File: src/rtl/seq_detector_param.sv
// Runtime-programmable serial pattern detector with Mealy/Moore detect timing,
// optional overlap, an input-valid qualifier and a saturating match counter.
module seq_detector_param #(
  parameter int                 PAT_W   = 8,
  parameter int                 CNT_W   = 8,
  parameter logic [PAT_W-1:0]   RST_PAT = 8'b0000_1101,
  parameter int                 RST_LEN = 4,
  localparam int                LEN_W   = $clog2(PAT_W + 1)
) (
  input  logic             clk,
  input  logic             rst,
  input  logic             i,
  input  logic             in_valid,
  input  logic             cfg_load,
  input  logic [PAT_W-1:0] cfg_pattern,
  input  logic [LEN_W-1:0] cfg_len,
  input  logic             cfg_overlap,
  input  logic             cfg_moore,
  input  logic             cnt_clr,
  output logic             out,
  output logic [CNT_W-1:0] match_cnt,
  output logic             cfg_err
);

  logic [PAT_W-1:0] pattern;
  logic [LEN_W-1:0] len;
  logic             overlap;
  logic             moore;
  logic [PAT_W-1:0] hist;
  logic [LEN_W-1:0] fill;
  logic             det_q;
  logic             rst_d;

  logic             accept;
  logic [PAT_W-1:0] shifted;
  logic [PAT_W-1:0] mask;
  logic             fill_ok;
  logic             hit;
  logic             len_ok;

  assign accept  = in_valid & ~cfg_load;
  assign shifted = PAT_W'({hist, i});
  assign fill_ok = ({1'b0, fill} + 1'b1) >= {1'b0, len};
  assign len_ok  = (cfg_len != '0) && (cfg_len <= LEN_W'(PAT_W));

  always_comb begin
    mask = '0;
    for (int k = 0; k < PAT_W; k++) mask[k] = (k < int'(len));
  end

  // Suppressed during reset and the cycle after so out is quiet around reset.
  assign hit = accept & fill_ok & ~rst & ~rst_d & (((shifted ^ pattern) & mask) == '0);
  assign out = ~rst & (moore ? det_q : hit);

  always_ff @(posedge clk) begin
    if (rst) begin
      pattern   <= RST_PAT;
      len       <= LEN_W'(RST_LEN);
      overlap   <= 1'b1;
      moore     <= 1'b0;
      hist      <= '0;
      fill      <= '0;
      det_q     <= 1'b0;
      match_cnt <= '0;
      cfg_err   <= 1'b0;
      rst_d     <= 1'b1;
    end else begin
      rst_d   <= 1'b0;
      cfg_err <= 1'b0;
      det_q   <= hit;

      if (cnt_clr)
        match_cnt <= '0;
      else if (hit && (match_cnt != '1))
        match_cnt <= match_cnt + 1'b1;

      if (cfg_load) begin
        if (len_ok) begin
          pattern <= cfg_pattern;
          len     <= cfg_len;
          overlap <= cfg_overlap;
          moore   <= cfg_moore;
          hist    <= '0;
          fill    <= '0;
        end else begin
          cfg_err <= 1'b1;
        end
      end else if (in_valid) begin
        hist <= shifted;
        // Non-overlap restarts the fill so the next match needs a full fresh pattern.
        if (!overlap && hit)
          fill <= '0;
        else if (fill < LEN_W'(PAT_W))
          fill <= fill + 1'b1;
      end
    end
  end

endmodule

File: config.mk
export PLATFORM = sky130hd
export DESIGN_NAME = seq_detector_param
export DESIGN_NICKNAME = d
export VERILOG_FILES = /design/src/rtl/seq_detector_param.sv
export SDC_FILE = /design/constraint.sdc
export NUM_CORES = 1
export LEC_CHECK = 0
export BUFFER_PORTS_ARGS = -buffer_cell sky130_fd_sc_hd__buf_2
export CAP_MARGIN = 20
export CORE_AREA = 2 2 68 70
export DETAILED_ROUTE_END_ITERATION = 8
export DIE_AREA = 0 0 70 72
export SLEW_MARGIN = 25
export SYNTH_ARGS = -nofsm -noshare
export SYNTH_HDL_FRONTEND = slang
export SYNTH_SLANG_ARGS = --single-unit
File: constraint.sdc
create_clock -name clk -period 7.2 [get_ports clk]
set_input_delay 2.16 -clock clk [delete_from_list [all_inputs] [get_ports clk]]
set_output_delay 2.16 -clock clk [all_outputs]
set_load 0.05 [all_outputs]
==> results.toml <==
[logic_synthesis]
yosysUniqueCellTypes = 47
ys_ff_latch = 36
synth_edf_count = 0
ys.flop_type = "dfxtp_1"
synth_top_area_share_pct = 39.0
yosys.area.top_type = "dfxtp_1"
async_flop_share_pct = 0
ys_top_cells_by_count = "nand2_1, dfxtp_1, a21oi_1"
synthMostInstantiatedCell = "nand2_1"
syn_area_um2 = 1850
synth_cells = 218
ys_warn_count = 0
synthTopCellsByArea = "dfxtp_1, nand2_1, a21oi_1"
ys_seq_area_share_pct = 39.0
synth_fp_nets = 244
syn_avg_cell_area_um2 = 8.48

[clock_network]
clk_pin_slew_ns = 0.07
hold_buffers = 0
insertion_delay_ns = 0.29
numClockSinks = 36
h-tree-depth = 2
cts_tree = "yes"
cts_resized = 0
cts_max_path_buffers = 2
numCtsBuffers = 5
clk_root_buffer_cell = "clkbuf_8"
cts_setup_buffers = 0

[drt]
via_per_inst = 5.37
detail_route.wl_per_cell_um = 13.2
wl_mm = 3.95
drt-initial-drc-count = 86
num_vias = 1601
drc = 0
ant_nets = 0
drt_first_pass_iters = 4

[floorplanning]
pin_count = 30
core_area_um2 = 4260
rows = 24
fp.dieArea_um2 = 5040
die-width_um = 70
fp.dieH_um = 72
start_util_pct = 43.4

[critical_path]
cp.required_ns = 5.04
critPathMaxFanout = 14
critPathKind = "in -> out"
crit_arrival_ns = 4.07
startpoint_type = "input port"
setup.worst_path.end_class = "output pin"

[global_route]
grt_antenna_before_repair = 0
grt_pass1_wl_mm = 6.77
grt_start_max_net_pins = 32
grt_util_all_layers_pct = 16.7
grt_pass1_vias = 1448
grt_overflow = 0

[placement]
gp_congestion = 0.772
hpwlAfterDp_mm = 2.78
numPortBuffers = 29
dp.cells = 290

[timing]
fin_crit_sh_pct = 86.6
final-hold-violation-count = 0
rsz0062_at_grt = "false"
maxSlewHeadroom_pct = 71.3
hold_slack_ns = 0.472
min_period_ns = 6.23
fin_tns_setup_ns = 0
setup_viol = 0
worstMarginPinSlew_ns = 0.427
maxSlewViolCount = 0
skew_ns = 0.0119
fmax_mhz = 160

[worst_hold_path]
hold_class = "reg -> reg"

[cells_and_area]
stdcell_count = 298
syn2layout_area_growth_pct = 14.7
drive_above_1_share_pct = 18.7
nets = 271
diodes = 0

[job]
cap_violations = 0

[outcome]
status = "completed"

[pwr]
peakVddDrop_v = 0.000106
p_leak_nw = 0.854
total_power_mw = 0.434
powerDensity_nw_per_um2 = 205
-- metal layers --
| layer | GRT usage (%) | wire length (um) | vias up |
|---|---|---|---|
| met5 | 0 | 0 | - |
| met2 | 24.8 | 1720 | 33 |
| met1 | 23.7 | 1990 | 721 |
| met3 | 4.86 | 183 | 6 |
| li1 | - | - | 841 |
| met4 | 5.13 | 50 | 0 |
-- where the power goes --
part | internal [mW] | switching (mW) | total [mW]
Combinational | 0.0191 | 0.0290 | 0.0481
Clock | 0.103 | 0.0719 | 0.175
Sequential | 0.206 | 0.00599 | 0.212
-- path summary, 6_finish.rpt --
check | to | slack [ns] | cells past startpoint | start
min | pattern[7]$_SDFFE_PP0P_ | 0.47 | 2 | pattern[7]$_SDFFE_PP0P_
max | out | 0.97 | 8 | cfg_load
min reg2reg | pattern[7]$_SDFFE_PP0P_ | 0.47 | 2 | pattern[7]$_SDFFE_PP0P_
max reg2reg | match_cnt[7]$_SDFFE_PP0P_ | 4.79 | 8 | fill[0]$_SDFFE_PP0P_
-- cells in the final DEF (no fill, tap or decap), types with 6 or more instances in the layout --
| cell type | count |
|---|---|
| a21oi_1 | 20 |
| buf_2 | 29 |
| dfxtp_1 | 36 |
| ha_1 | 6 |
| inv_1 | 7 |
| nand2_1 | 37 |
| nand3_1 | 12 |
| nor2_1 | 9 |
| o21ai_0 | 7 |
| xor2_1 | 6 |
-- sequential cells by signal, summed over array words and instances, names as in the netlist --
register and count:
match_cnt 8, hist 7, cfg_err 1, pattern 8, moore 1, len 4
overlap 1, det_q 1, fill 4, rst_d 1
-- metrics by stage --
step                      area [um2]  utilization (%)  setup WS (ns)
after floorplan                 1850                -          0.755
after global placement          2010             47.2          0.976
after detailed placement        2010             47.2          0.967
after CTS                       2120             49.7          0.959
after global routing            2120             49.7          0.811
final                           2120             49.7          0.968
-- cell families (layout without fill, tap and decap cells) --
family	after synthesis	in the layout	share of synthesized area (%)
fa+ha+maj	6	6	4.06
mux	1	1	0.541
buf+inv	17	45	4.33
xor+xnor	10	10	4.74
compound gates	60	60	22.7
flops	36	36	39.0
simple gates	88	88	24.7
-- critical path: stages --
cell and delay [ns]:
buf_2 0.13, nand2b_4 0.20, a2111oi_4 0.32, o211a_1 0.22, nand3_2 0.22, or3_1 0.41, a21oi_1 0.14, buf_2 0.27
-- final cells by class --
| class | count | area (um2) |
|---|---|---|
| clock inverters | 2 | 35.0 |
| repair buffers | 30 | 153 |
| multi-input cells | 165 | 1050 |
| clock buffers | 6 | 72.6 |
| well taps | 52 | 65.1 |
| fillers | 434 | 2140 |
| flip-flops and latches | 36 | 721 |
| inverters | 7 | 26.3 |
No activity file was read; power rests on OpenSTA's default activity.
